$ cat src/rtl/mem_port_arbiter_pkg.sv
`default_nettype none
// ============================================================================
//  Module      : mem_port_arbiter_pkg
//  Description : Shared funct3 codes, memory size codes and access-legality
//                helpers for the memory port arbiter and load extension.
//  Revision    : 1.0  initial release
// ============================================================================
package mem_port_arbiter_pkg;

    localparam logic [2:0] F3_B  = 3'd0;
    localparam logic [2:0] F3_H  = 3'd1;
    localparam logic [2:0] F3_W  = 3'd2;
    localparam logic [2:0] F3_BU = 3'd4;
    localparam logic [2:0] F3_HU = 3'd5;

    typedef enum logic [1:0] {
        SZ_BYTE = 2'd0,
        SZ_HALF = 2'd1,
        SZ_WORD = 2'd2
    } mem_size_e;

    function automatic mem_size_e f3_size(input logic [2:0] f3);
        case (f3[1:0])
            2'd1:    return SZ_HALF;
            2'd2:    return SZ_WORD;
            default: return SZ_BYTE;
        endcase
    endfunction

    // Unsigned variants exist only for loads; stores are limited to B/H/W.
    function automatic logic f3_legal(input logic we, input logic [2:0] f3,
                                      input logic [1:0] lsb);
        case (f3)
            F3_B:    return 1'b1;
            F3_BU:   return ~we;
            F3_H:    return ~lsb[0];
            F3_HU:   return ~we & ~lsb[0];
            F3_W:    return (lsb == 2'b00);
            default: return 1'b0;
        endcase
    endfunction

endpackage
`default_nettype wire

$ cat src/rtl/mem_port_arbiter_load_extend.sv
`default_nettype none
// ============================================================================
//  Module      : mem_port_arbiter_load_extend
//  Description : Combinational RV32 load sign/zero extension of a raw word.
//  Revision    : 1.0  initial release
// ============================================================================
module mem_port_arbiter_load_extend
    import mem_port_arbiter_pkg::*;
(
    input  logic [2:0]  funct3,
    input  logic [31:0] raw,
    output logic [31:0] ext
);

    always_comb begin
        ext = raw;
        case (funct3)
            F3_B:    ext = {{24{raw[7]}}, raw[7:0]};
            F3_BU:   ext = {24'd0, raw[7:0]};
            F3_H:    ext = {{16{raw[15]}}, raw[15:0]};
            F3_HU:   ext = {16'd0, raw[15:0]};
            default: ext = raw;
        endcase
    end

endmodule
`default_nettype wire

$ cat src/rtl/mem_port_arbiter.sv
`default_nettype none
// ============================================================================
//  Module      : mem_port_arbiter
//  Description : Shares one byte-addressable memory port between instruction
//                fetch and load/store, with one-cycle registered responses.
//  Revision    : 1.0  initial release
// ============================================================================
module mem_port_arbiter
    import mem_port_arbiter_pkg::*;
#(
    parameter int AWIDTH         = 32,
    parameter int DWIDTH         = 32,
    parameter int MAX_DATA_BURST = 4
) (
    input  logic              clk,
    input  logic              rst,
    input  logic              if_req_valid,
    output logic              if_req_ready,
    input  logic [AWIDTH-1:0] if_addr,
    output logic              if_rsp_valid,
    output logic [DWIDTH-1:0] if_rsp_data,
    output logic              if_rsp_err,
    input  logic              d_req_valid,
    output logic              d_req_ready,
    input  logic              d_we,
    input  logic [2:0]        d_funct3,
    input  logic [AWIDTH-1:0] d_addr,
    input  logic [DWIDTH-1:0] d_wdata,
    output logic              d_rsp_valid,
    output logic [DWIDTH-1:0] d_rsp_data,
    output logic              d_rsp_err,
    output logic              mem_wr,
    output logic [1:0]        mem_size,
    output logic [AWIDTH-1:0] mem_addr,
    output logic [DWIDTH-1:0] mem_wdata,
    input  logic [DWIDTH-1:0] mem_rdata
);

    localparam int c_STREAK_W = $clog2(MAX_DATA_BURST + 1);
    localparam logic [c_STREAK_W-1:0] c_STREAK_MAX = c_STREAK_W'(MAX_DATA_BURST);

    logic [c_STREAK_W-1:0] r_streak;
    logic                  w_grant_if;
    logic                  w_grant_d;
    logic                  w_if_misal;
    logic                  w_d_legal;
    mem_size_e             w_d_size;
    logic [DWIDTH-1:0]     w_ext;

    logic                  r_if_rsp_valid;
    logic [DWIDTH-1:0]     r_if_rsp_data;
    logic                  r_if_rsp_err;
    logic                  r_d_rsp_valid;
    logic [DWIDTH-1:0]     r_d_rsp_data;
    logic                  r_d_rsp_err;

    // Data normally has priority; an exhausted streak lets fetch through.
    assign w_grant_d  = ~rst & d_req_valid & ~(if_req_valid & (r_streak == c_STREAK_MAX));
    assign w_grant_if = ~rst & if_req_valid & ~w_grant_d;

    assign if_req_ready = w_grant_if;
    assign d_req_ready  = w_grant_d;

    assign w_if_misal = (if_addr[1:0] != 2'b00);
    assign w_d_legal  = f3_legal(d_we, d_funct3, d_addr[1:0]);
    assign w_d_size   = f3_size(d_funct3);

    always_comb begin
        mem_wr    = 1'b0;
        mem_size  = SZ_BYTE;
        mem_addr  = '0;
        mem_wdata = '0;
        if (w_grant_if && !w_if_misal) begin
            mem_size = SZ_WORD;
            mem_addr = if_addr;
        end else if (w_grant_d && w_d_legal) begin
            mem_wr    = d_we;
            mem_size  = w_d_size;
            mem_addr  = d_addr;
            mem_wdata = d_we ? d_wdata : '0;
        end
    end

    mem_port_arbiter_load_extend u_load_extend (
        .funct3 (d_funct3),
        .raw    (mem_rdata),
        .ext    (w_ext)
    );

    always_ff @(posedge clk) begin
        if (rst) begin
            r_streak <= '0;
        end else if (w_grant_d && if_req_valid) begin
            if (r_streak != c_STREAK_MAX) begin
                r_streak <= r_streak + 1'b1;
            end
        end else begin
            r_streak <= '0;
        end
    end

    always_ff @(posedge clk) begin
        if (rst) begin
            r_if_rsp_valid <= 1'b0;
            r_if_rsp_data  <= '0;
            r_if_rsp_err   <= 1'b0;
            r_d_rsp_valid  <= 1'b0;
            r_d_rsp_data   <= '0;
            r_d_rsp_err    <= 1'b0;
        end else begin
            r_if_rsp_valid <= w_grant_if;
            r_if_rsp_err   <= w_grant_if & w_if_misal;
            r_if_rsp_data  <= (w_grant_if && !w_if_misal) ? mem_rdata : '0;
            r_d_rsp_valid  <= w_grant_d;
            r_d_rsp_err    <= w_grant_d & ~w_d_legal;
            r_d_rsp_data   <= (w_grant_d && w_d_legal && !d_we) ? w_ext : '0;
        end
    end

    // Reset in the response cycle suppresses the response already registered.
    assign if_rsp_valid = r_if_rsp_valid & ~rst;
    assign if_rsp_err   = r_if_rsp_err & ~rst;
    assign if_rsp_data  = rst ? '0 : r_if_rsp_data;
    assign d_rsp_valid  = r_d_rsp_valid & ~rst;
    assign d_rsp_err    = r_d_rsp_err & ~rst;
    assign d_rsp_data   = rst ? '0 : r_d_rsp_data;

endmodule
`default_nettype wire

$ cat config.mk
export PLATFORM = sky130hd
export DESIGN_NAME = mem_port_arbiter
export DESIGN_NICKNAME = d
export VERILOG_FILES = /design/src/rtl/mem_port_arbiter_pkg.sv /design/src/rtl/mem_port_arbiter_load_extend.sv /design/src/rtl/mem_port_arbiter.sv
export SDC_FILE = /design/constraint.sdc
export NUM_CORES = 1
export LEC_CHECK = 0
export BUFFER_PORTS_ARGS = -buffer_cell sky130_fd_sc_hd__buf_4
export CORE_AREA = 2 2 105 107
export CTS_BUF_LIST = sky130_fd_sc_hd__clkbuf_4
export DETAILED_ROUTE_END_ITERATION = 10
export DIE_AREA = 0 0 107 109
export PLACE_DENSITY = 0.67
export SETUP_SLACK_MARGIN = 0.15
export SLEW_MARGIN = 20
export SYNTH_ARGS = -nofsm -noshare
export SYNTH_HDL_FRONTEND = slang
export SYNTH_SLANG_ARGS = --single-unit
export TNS_END_PERCENT = 30
$ cat constraint.sdc
create_clock -name clk -period 1.5 [get_ports clk]
set_input_delay 0.075 -clock clk [delete_from_list [all_inputs] [get_ports clk]]
set_output_delay 0.075 -clock clk [all_outputs]
set_load 0.005 [all_outputs]
Word level (Yosys, flattened, before mapping)
Index checks and enable logic that the tools add are counted.
- bits in registers: 71
- input port bits: 136
- output and inout bits: 137
- logic and storage cells: 63
- $add $sub $neg: 1
- equality and inequality tests: 8
- mux-type cells: 14
- bitwise gates (word level): 21
- reductions and logical operators: 12
- operators with widths (kind ; count):
    two-way mux 32 bit ; 7
    one-hot mux 32 bit (4 select lines) ; 1
    bitwise AND 1 bit ; 12
    equality test 3 bit (second input constant) ; 3
    inverter 1 bit ; 9
    OR reduction 2 bit ; 3
    one-hot mux 1 bit (5 select lines) ; 1
    logical AND 1 bit ; 4
    two-way mux 2 bit ; 2
    one-hot mux 2 bit (2 select lines) ; 1
    adder 3 x 1 -> 3 bit (second input constant) ; 1
    equality test 3 x 1 -> 1 bit (second input constant) ; 1
    equality test 3 x 2 -> 1 bit (second input constant) ; 1
    logical NOT 3 bit ; 1
    inequality test 3 bit (second input constant) ; 1
    equality test 2 x 1 -> 1 bit (second input constant) ; 1
    equality test 2 bit (second input constant) ; 1
    logical NOT 1 bit ; 2
    logical NOT 2 bit ; 1
    two-way mux 1 bit ; 2
    nonzero test 2 bit ; 1

Longest topological paths before layout
Gate-level depths: netlist of run 1.
- depth after elaboration: 9
- depth in mapped cells: 7
- mapped depth without buffers: 5

Hierarchy
From an unflattened synthesis of run 1, not the netlist that was laid out.
- cell total of the unflattened synthesis: 390
- area total of the unflattened synthesis: 3499.6 um^2
- modules (own cells, without submodules) (module ; instances ; cells an instance ; area each (um^2) ; seq. area each (um^2)):
    mem_port_arbiter ; 1 ; 323 ; 3144.3 ; 1421.4
    mem_port_arbiter_load_extend ; 1 ; 67 ; 355.3 ; 0.0

Least setup slack after synthesis of run 1
No wires, ideal clock.
- path kind: reg2out
- from: register r_streak[0]
- to: output port mem_addr[10]
- data arrival time: 1645 ps
- data required time: 1425 ps
- slack: -220 ps
- cell stages (with the launch flop): 7
- buffers on the path: 1
- path through: dfxtp_1 -> inv_1 -> ha_1 -> nand2_1 -> a2111oi_4 -> clkbuf_1 -> a22o_1
- longest elaborated chain between the ends: 8
- elaborated cells between the ends (all ways): 10
- classes of those cells: 1 x eq/ne; 2 x mux; 5 x bitwise; 2 x reduce/logical
- RTL lines (item ; RTL line ; RTL):
    start, declared ; mem_port_arbiter.sv:42 ; logic [c_STREAK_W-1:0] r_streak;
    start signal, assigned ; mem_port_arbiter.sv:95 ; r_streak <= r_streak + 1'b1;
    equality test 3 bit * ; mem_port_arbiter.sv:58 ; assign w_grant_d = ~rst & d_req_valid & ~(if_req_valid & (r_streak == c_STREAK_MAX));
    bitwise AND 1 bit * ; mem_port_arbiter.sv:58 ;
    inverter 1 bit * ; mem_port_arbiter.sv:58 ;
    bitwise AND 1 bit * ; mem_port_arbiter.sv:58 ;
    inverter 1 bit ; mem_port_arbiter.sv:59 ; assign w_grant_if = ~rst & if_req_valid & ~w_grant_d;
    bitwise AND 1 bit ; mem_port_arbiter.sv:59 ;
    logical AND 1 bit ; mem_port_arbiter.sv:73 ; if (w_grant_if && !w_if_misal) begin
    two-way mux 32 bit * ; mem_port_arbiter.sv:73 ;
    end, declared ; mem_port_arbiter.sv:34 ; output logic [AWIDTH-1:0] mem_addr,
Mark *: on every way between the ends. The rest lies on a longest branch, timed or not.

Final worst setup path of run 1
- from: register r_streak[1]
- to: output port mem_wdata[10]
- longest elaborated chain between the ends: 8
- elaborated cells between the ends (all ways): 10
- classes of those cells: 1 x eq/ne; 2 x mux; 5 x bitwise; 2 x reduce/logical
- RTL lines (item ; RTL line ; RTL):
    equality test 3 bit * ; mem_port_arbiter.sv:58 ;
    bitwise AND 1 bit * ; mem_port_arbiter.sv:58 ;
    inverter 1 bit * ; mem_port_arbiter.sv:58 ;
    bitwise AND 1 bit * ; mem_port_arbiter.sv:58 ;
    inverter 1 bit ; mem_port_arbiter.sv:59 ;
    bitwise AND 1 bit ; mem_port_arbiter.sv:59 ;
    logical AND 1 bit ; mem_port_arbiter.sv:73 ;
    two-way mux 32 bit * ; mem_port_arbiter.sv:73 ;
    end, declared ; mem_port_arbiter.sv:35 ; output logic [DWIDTH-1:0] mem_wdata,
Marked as above.

==> impl_summary.log, run 1 <==
INFO  metric status = finished with violations
INFO  metric violations = negative setup slack
INFO  metric clock_insertion_delay_worst_skew = approximately 410 ps
INFO  metric ys_types = 30
INFO  metric floorplan.die.height = 109 um
INFO  metric skew = 11.12 ps
INFO  metric route.antenna.remaining_nets = 0
INFO  metric synth.yosys.seq_area_share = 0.4301
INFO  metric irDropWorstVdd = 0.0002562 V
INFO  metric grt_usage = 0.2384
INFO  metric detailroute.via_count = 3,823
INFO  metric hp-class = primary input to flop
INFO  metric grt_first_pass_wirelength = 20.81 mm
INFO  metric regToRegEndpoint = r_if_rsp_data[2]
INFO  metric synth-edff-count = 0
INFO  metric gp_congestion = 0.8671
INFO  metric gr-max-usage-layer = met2
INFO  metric report.final.slew_viol_count = 0
INFO  metric end_kind = output port
INFO  metric synthesis.area_per_instance = 9.078 um2
INFO  metric regToRegSetupSlack = -130 ps
INFO  metric met3_usage = 0.04244
INFO  metric tritoncts_num_sinks = a little over 70
INFO  metric setup_viol = 104
INFO  metric max-slew-margin-rel = 0.7518
INFO  metric timing.critical_path.required = 1420 ps
INFO  metric critical_path.reg2reg.startpoint = r_streak[1]
INFO  metric final_routed_wirelength = 14.74 mm
INFO  metric setup.worst_path.end = mem_wdata[10]
INFO  metric finalNetCount = 827
INFO  metric drt_first_pass_iters = 4
INFO  metric critPathArrivalTime = 2020 ps
INFO  metric critical_path.max_stage_delay = 350 ps
INFO  metric portBuffers = 272
INFO  metric drive_above_1_share = 0.5317
INFO  metric cp_slowest_cell = dfxtp_2
INFO  metric grt_max_degree = 41
INFO  metric synth-async-reset-ratio = 0
INFO  metric ys.flop_type = dfxtp_1
INFO  metric detail_route.wl_per_cell = 17.68 um
INFO  metric reg2regPathDepth = 8
INFO  metric synthesis.area = ~0.0033 mm2
INFO  metric drc_errors = 0
INFO  metric postSynthCellCount = 364
INFO  metric postSynthRegisterBits = 71
INFO  metric groute.layer.met2.usage = 0.4277
INFO  metric worstPathCellList = inv_2 -> ha_4 -> and3_4 -> a211oi_4 -> buf_6 -> clkbuf_16 -> and3_4 -> buf_6
INFO  metric gr-usage-met1 = 0.2860
INFO  metric grt_pass1_vias = 3,709
INFO  metric fin_worst_hold_slack = 134.7 ps
INFO  metric transition_time_of_the_tightest_slew_check_pin = 372.2 ps
INFO  metric maxClockFrequency = 0.4764 GHz
INFO  metric area_delta_synth_final = 97.50%
INFO  metric tritoncts_clock_tree = built
INFO  metric layout_min_cycle_time = 2099 ps
INFO  metric power_per_cell_area = roughly 580 mW/mm2
INFO  metric grt_antenna_before_repair = 0
INFO  metric h-tree-depth = 3
INFO  metric timing.setup.critical_path_class = flop to output port
INFO  metric synth_warnings = 0
INFO  metric setup_total_negative_slack = -40,160 ps
INFO  metric setup_ws = -599.0 ps
INFO  metric critPathLaunch = r_streak[1]
INFO  metric io_pins = 273
INFO  metric critPathLaunchType = flop
INFO  metric ctsRootBufferMaster = clkbuf_4
INFO  metric iteration_0_drc_count_of_the_detailed_router = 226
INFO  metric layout_worst_path_cycle_share = 1.399
INFO  metric final-hold-violation-count = 0
INFO  metric synth_fp_nets = 502
INFO  metric max-clock-path-buffers = 2
INFO  metric die-area = 0.01166 mm2
INFO  metric design.core.area = 0.01060 mm2
INFO  metric diodes = 0
INFO  metric post-dp-hpwl = 10.61 mm
INFO  metric p_leak = 3.198 nW
INFO  metric grt_overflow_total = 0
INFO  metric fp-row-count = 38
INFO  metric critical_path_peak_fanout = 4
INFO  metric die_width = 107 um
INFO  metric initial_core_utilization = 0.3117
INFO  metric clkTransAtPathRegs = 120 ps
INFO  metric max-cap-violations = 0
INFO  metric cts_buffers = 9
INFO  metric detail_route.vias_per_cell = 4.584
INFO  metric rsz0062_at_grt = true
==> worst min path at each step <==
stage / slack [ps] / to / start / depth (start not counted)
floorplan: 170 / r_if_rsp_valid / d_req_valid / 1
global route: 140 / r_streak[0] / if_req_valid / 4
global placement: 280 / r_if_rsp_data[4] / mem_rdata[4] / 2
detailed placement: 290 / r_if_rsp_data[3] / mem_rdata[3] / 2
CTS: -130 / r_if_rsp_err / if_addr[0] / 2
finish: 130 / r_d_rsp_valid / d_req_valid / 3
==> metal layers <==
metal | wire (um) | vias up
li1 | - | 1871
met1 | 5843 | 1758
met2 | 7617 | 171
met3 | 849 | 23
met4 | 434 | 0
met5 | 0 | -
==> flip-flops by register name, indices dropped and copies added (netlist names) <==
signal / count
r_streak: 3
r_if_rsp_err: 1
r_d_rsp_err: 1
r_if_rsp_valid: 1
r_d_rsp_valid: 1
r_d_rsp_data: 32
r_if_rsp_data: 32
==> power breakdown <==
group	switching, mW	internal, mW	total (mW)
clock network	0.702	0.338	1.04
logic	0.333	0.516	0.849
registers	0.00554	1.91	1.92
total	1.04	2.76	3.81
==> worst max-delay path, delay by kind of cell (launching register included) <==
kind,cells,cell delay [ps]
buffers and inverters,4,480
adder cells (fa/ha/maj),1,160
flip-flops,1,350
AND/OR/NAND/NOR,2,390
AO/OA/AOI/OAI,1,230
==> metrics by stage <==
stage,util,power (mW),cells,cell area (um2),setup slack (ps)
final,0.6155,3.806,834,6526,-599.0
after detailed placement,0.5297,2.642,769,5617,-410.8
after CTS,0.6008,3.805,829,6370,-613.5
after floorplan,-,2.180,364,3371,-36.18
after global placement,0.5297,2.633,769,5617,-417.7
after global routing,0.6155,3.968,834,6526,-700.9
==> cell usage after synthesis (3+ instances only) <==
master	n	area (um2)
dfxtp_1	71	1421
nor2b_1	68	425.4
and2_1	43	269.0
and3_1	34	212.7
a22o_1	30	262.8
clkbuf_1	23	86.33
nor2_1	19	71.32
nand2_1	18	67.56
a21oi_2	12	105.1
o21a_1	9	67.56
a21oi_1	6	30.03
inv_1	4	15.01
buf_4	3	22.52
==> cell usage in the layout (no fill, tap or decap), drive strengths merged, types with 4 or more instances in the layout <==
cell type / netlist / routed
buf: 8 / 308
and3: 34 / 34
o21a: 9 / 9
dfxtp: 71 / 71
a21oi: 18 / 18
nor2b: 68 / 68
nor2: 19 / 19
clkbuf: 23 / 11
and2: 43 / 43
dlygate4sd3: 0 / 35
clkinvlp: 0 / 4
a22o: 30 / 30
inv: 4 / 5
nand2: 18 / 18
==> final cells by class <==
| cell class | count | area (um2) |
|---|---|---|
| multi-input cells | 258 | 1864 |
| inverters | 4 | 15.01 |
| fillers | 904 | 4076 |
| repair buffers | 345 | 2932 |
| clock inverters | 7 | 48.80 |
| well taps | 140 | 175.2 |
| clock buffers | 9 | 67.56 |
| flip-flops and latches | 71 | 1424 |
==> logic make-up (layout without fill, tap and decap cells) <==
| group | after synthesis | in the layout | share of synthesized area |
|---|---|---|---|
| and+or+nand+nor | 191 | 191 | 0.3374 |
| DFF | 71 | 71 | 0.4301 |
| AOI/OAI and AO/OA | 63 | 63 | 0.1704 |
| buffers and inverters | 35 | 365 | 0.04846 |
| adders and majority gates | 2 | 2 | 0.007572 |
| muxes | 2 | 2 | 0.006059 |
==> timing repair <==
action	CTS	global route
hold buffers	34	1
pin swaps	34	12
setup endpoints to repair	133	133
setup buffers	6	2
hold endpoints to repair	68	1
gates cloned	4	2
gates resized for setup	35	18
No activity file was read; power rests on OpenSTA's default activity.
==> run 2, diff against run 1 <==
--- a/config.mk
+++ b/config.mk
@@ -5,12 +5,13 @@
 export SDC_FILE = /design/constraint.sdc
 export NUM_CORES = 1
 export LEC_CHECK = 0
-export BUFFER_PORTS_ARGS = -buffer_cell sky130_fd_sc_hd__buf_4
-export CORE_AREA = 2 2 105 107
+export CELL_PAD_IN_SITES_DETAIL_PLACEMENT = 1
+export CELL_PAD_IN_SITES_GLOBAL_PLACEMENT = 2
+export CORE_UTILIZATION = 30
 export CTS_BUF_LIST = sky130_fd_sc_hd__clkbuf_4
 export DETAILED_ROUTE_END_ITERATION = 10
-export DIE_AREA = 0 0 107 109
-export PLACE_DENSITY = 0.67
+export DONT_BUFFER_PORTS = 1
+export PLACE_DENSITY = 0.74
 export SETUP_SLACK_MARGIN = 0.15
 export SLEW_MARGIN = 20
 export SYNTH_ARGS = -nofsm -noshare
==> impl_summary.log, run 2 (synthesized netlist as in run 1, its figures left out) <==
INFO  metric area_delta_synth_final = 33.06%
INFO  metric post-route-util = 0.4184 (-0.1971)
INFO  metric status = finished with violations
INFO  metric grt_first_pass_wirelength = 17.80 mm (-14%)
INFO  metric max-cap-violations = 0 (unchanged)
INFO  metric power_frac_clock = 0.378 (+0.105)
INFO  metric reg_top3 = r_d_rsp_data x32, r_if_rsp_data x32, r_streak x3
INFO  metric reg2regPathDepth = 7 (-1)
INFO  metric timing.setup.critical_path_class = flop to output port
INFO  metric power.share.sequential = 0.513 (+0.010)
INFO  metric h-tree-depth = 3 (unchanged)
INFO  metric io_pins = 273 (unchanged)
INFO  metric grt_pass1_vias = 2,724 (-27%)
INFO  metric clock_insertion_delay_worst_skew = 420 ps (about the same)
INFO  metric power_frac_comb = 0.110 (-0.113)
INFO  metric hold_path_depth = 2 (-1)
INFO  metric die-area = 0.01144 mm2 (-1.9%)
INFO  metric maxClockFrequency = 0.4952 GHz (+3.9%)
INFO  metric die_width = 107.0 um (about the same)
INFO  metric transition_time_of_the_tightest_slew_check_pin = 968.8 ps (+596.5 ps)
INFO  metric violations = negative setup slack
INFO  metric gp_congestion = 0.9024 (+4.1%)
INFO  metric layout_worst_path_cycle_share = 1.346 (-0.05305)
INFO  metric cts_buffers = 9 (unchanged)
INFO  metric detailroute.via_count = 2,812 (-26%)
INFO  metric timing.critical_path.required = 1420 ps (about the same)
INFO  metric mostFrequentLayoutCells = dfxtp_1, nor2b_1, dlygate4sd3_1
INFO  metric finalNetCount = 546 (-34%)
INFO  metric switchingPower = 0.9350 mW (-10%)
INFO  metric design.core.area = 0.01051 mm2 (-0.89%)
INFO  metric iteration_0_drc_count_of_the_detailed_router = 124 (-45%)
INFO  metric end_kind = output port
INFO  metric route.antenna.remaining_nets = 0 (unchanged)
INFO  metric hp-class = primary input to flop
INFO  metric max-clock-path-buffers = 2 (unchanged)
INFO  metric report.final.slew_viol_count = 0 (unchanged)
INFO  metric p_leak = 1.757 nW (-45%)
INFO  metric final-hold-violation-count = 0 (unchanged)
INFO  metric leading_cell_type_in_the_layout_fill_and_taps_excluded = dfxtp_1
INFO  metric portBuffers = 0 (-100%)
INFO  metric tritoncts_clock_tree = built
INFO  metric ctsRootBufferMaster = clkbuf_4
INFO  metric cp_slowest_cell = dfxtp_2
INFO  metric setup_ws = -519.4 ps (+79.58 ps)
INFO  metric drive_above_1_share = 0.2107 (-0.3210)
INFO  metric skew = 13.99 ps (+2.876 ps)
INFO  metric critical_path.max_stage_delay = 360 ps (about the same)
INFO  metric switching_part_of_the_total_power = 0.2502 (-0.02332)
INFO  metric worstPathCellList = inv_2 -> ha_4 -> and3_4 -> a211oi_4 -> buf_4 -> clkbuf_16 -> a22o_1
INFO  metric irDropWorstVdd = 0.0002809 V (+9.6%)
INFO  metric detail_route.wl_per_cell = 23.67 um (+34%)
INFO  metric critPathLaunchType = flop
INFO  metric power_per_cell_area = 849.8 mW/mm2 (+46%)
INFO  metric detail_route.vias_per_cell = 5.085 (+11%)
INFO  metric grt_antenna_before_repair = 4 (+4)
INFO  metric floorplan.die.height = 107.0 um (-1.9%)
INFO  metric critical_path_peak_fanout = 17 (+13)
INFO  metric grt_max_degree = 71 (+73%)
INFO  metric setup_viol = 101 (-2.9%)
INFO  metric tritoncts_num_sinks = 71 (unchanged)
INFO  metric layout_min_cycle_time = 2019 ps (-79.58 ps)
INFO  metric cell_internal_pwr = 2.801 mW (+1.3%)
INFO  metric grt_usage = 0.2160 (-0.02249)
INFO  metric drc_errors = 0 (unchanged)
INFO  metric initial_core_utilization = 0.3144 (+0.002783)
INFO  metric rsz0062_at_grt = true
INFO  metric drt_first_pass_iters = 4 (unchanged)
INFO  metric total_power = 3.736 mW (-1.8%)
INFO  metric final_routed_wirelength = 13.09 mm (-11%)
INFO  metric critPathArrivalTime = 1940 ps (-80 ps)
INFO  metric fillers = 1,195 (+32%)
INFO  metric max-slew-margin-rel = 0.3520 (-0.3998)
INFO  metric grt_overflow_total = 0 (unchanged)
INFO  metric post-dp-hpwl = 8.956 mm (-16%)
INFO  metric fp-row-count = 37 (-2.6%)
INFO  metric clkTransAtPathRegs = 130 ps (about the same)
-- run 2: cell count changes in the layout (fill, tap and decap cells not counted), sizes merged --
cell and change:
buf -288, bufinv +2, clkinv -1, clkinvlp -1
diode +4, dlygate4sd3 +7
-- run 2: timing repair --
action                                 4_1_cts  5_1_grt
gates cloned                                 3        2
buffers inserted                             5        0
hold buffers                                42        0
setup endpoints to repair                  134      134
endpoints found under the hold margin       70        0
resized for setup                           23       13
pin swaps                                   40       11
-- run 2: final timing paths --
kind	from	endpoint	slack (ps)
worst max-delay path	r_streak[1]	mem_addr[17]	-520
worst min register to register	r_streak[0]	r_streak[0]	620
worst max register to register	r_streak[1]	r_d_rsp_data[18]	-80
worst min-delay path	d_req_valid	r_d_rsp_valid	30
-- run 2: power by group through the flow --
| stage | Sequential (mW) | Combinational, mW | Clock (mW) |
|---|---|---|---|
| 2_1_floorplan | 1.96 | 0.223 | 0 |
| 3_3_place_gp | 1.96 | 0.219 | 0 |
| 3_5_place_dp | 1.96 | 0.225 | 0 |
| 4_1_cts | 1.92 | 0.390 | 1.46 |
| 5_1_grt | 1.92 | 0.439 | 1.53 |
| 6_report | 1.92 | 0.410 | 1.41 |
-- run 2: final cells by class --
cell class	count	area [um2]	share of cell area
Clock inverter	7	96.34	0.02191
Clock buffer	9	67.56	0.01537
Tap cell	136	170.2	0.03870
Multi-Input combinational cell	258	1868	0.4249
Timing Repair Buffer	64	745.7	0.1696
Antenna cell	4	10.01	0.002277
Sequential cell	71	1424	0.3238
Inverter	4	15.01	0.003415
-- run 2: per-stage QoR --
stage | cell area, um2 | setup TNS, ps | worst slack, ps | instances | hold slack [ps]
CTS | 4288 | -35860 | -535.5 | 547 | 10.52
floorplan | 3371 | -253.3 | -36.18 | 364 | 166.9
global placement | 3492 | -1836 | -92.15 | 481 | 173.1
global route | 4394 | -43870 | -612.5 | 552 | 31.98
finish | 4397 | -34870 | -519.4 | 553 | 25.28
detailed placement | 3492 | -6262 | -149.1 | 481 | 171.8
-- run 2: layer usage --
layer,vias up,routed length [um],track usage
li1,1308,-,-
met1,1339,4717,0.2159
met2,145,6882,0.3917
met3,20,1035,0.08267
met4,0,457,0.1018
met5,-,0,0
-- run 2: critical path, delay by kind of cell, from the launching register on --
family / cells / cell delay [ps]
AOI/OAI and AO/OA: 2 / 400
adders and majority gates: 1 / 160
buffers and inverters: 3 / 420
DFF: 1 / 360
and+or+nand+nor: 1 / 180
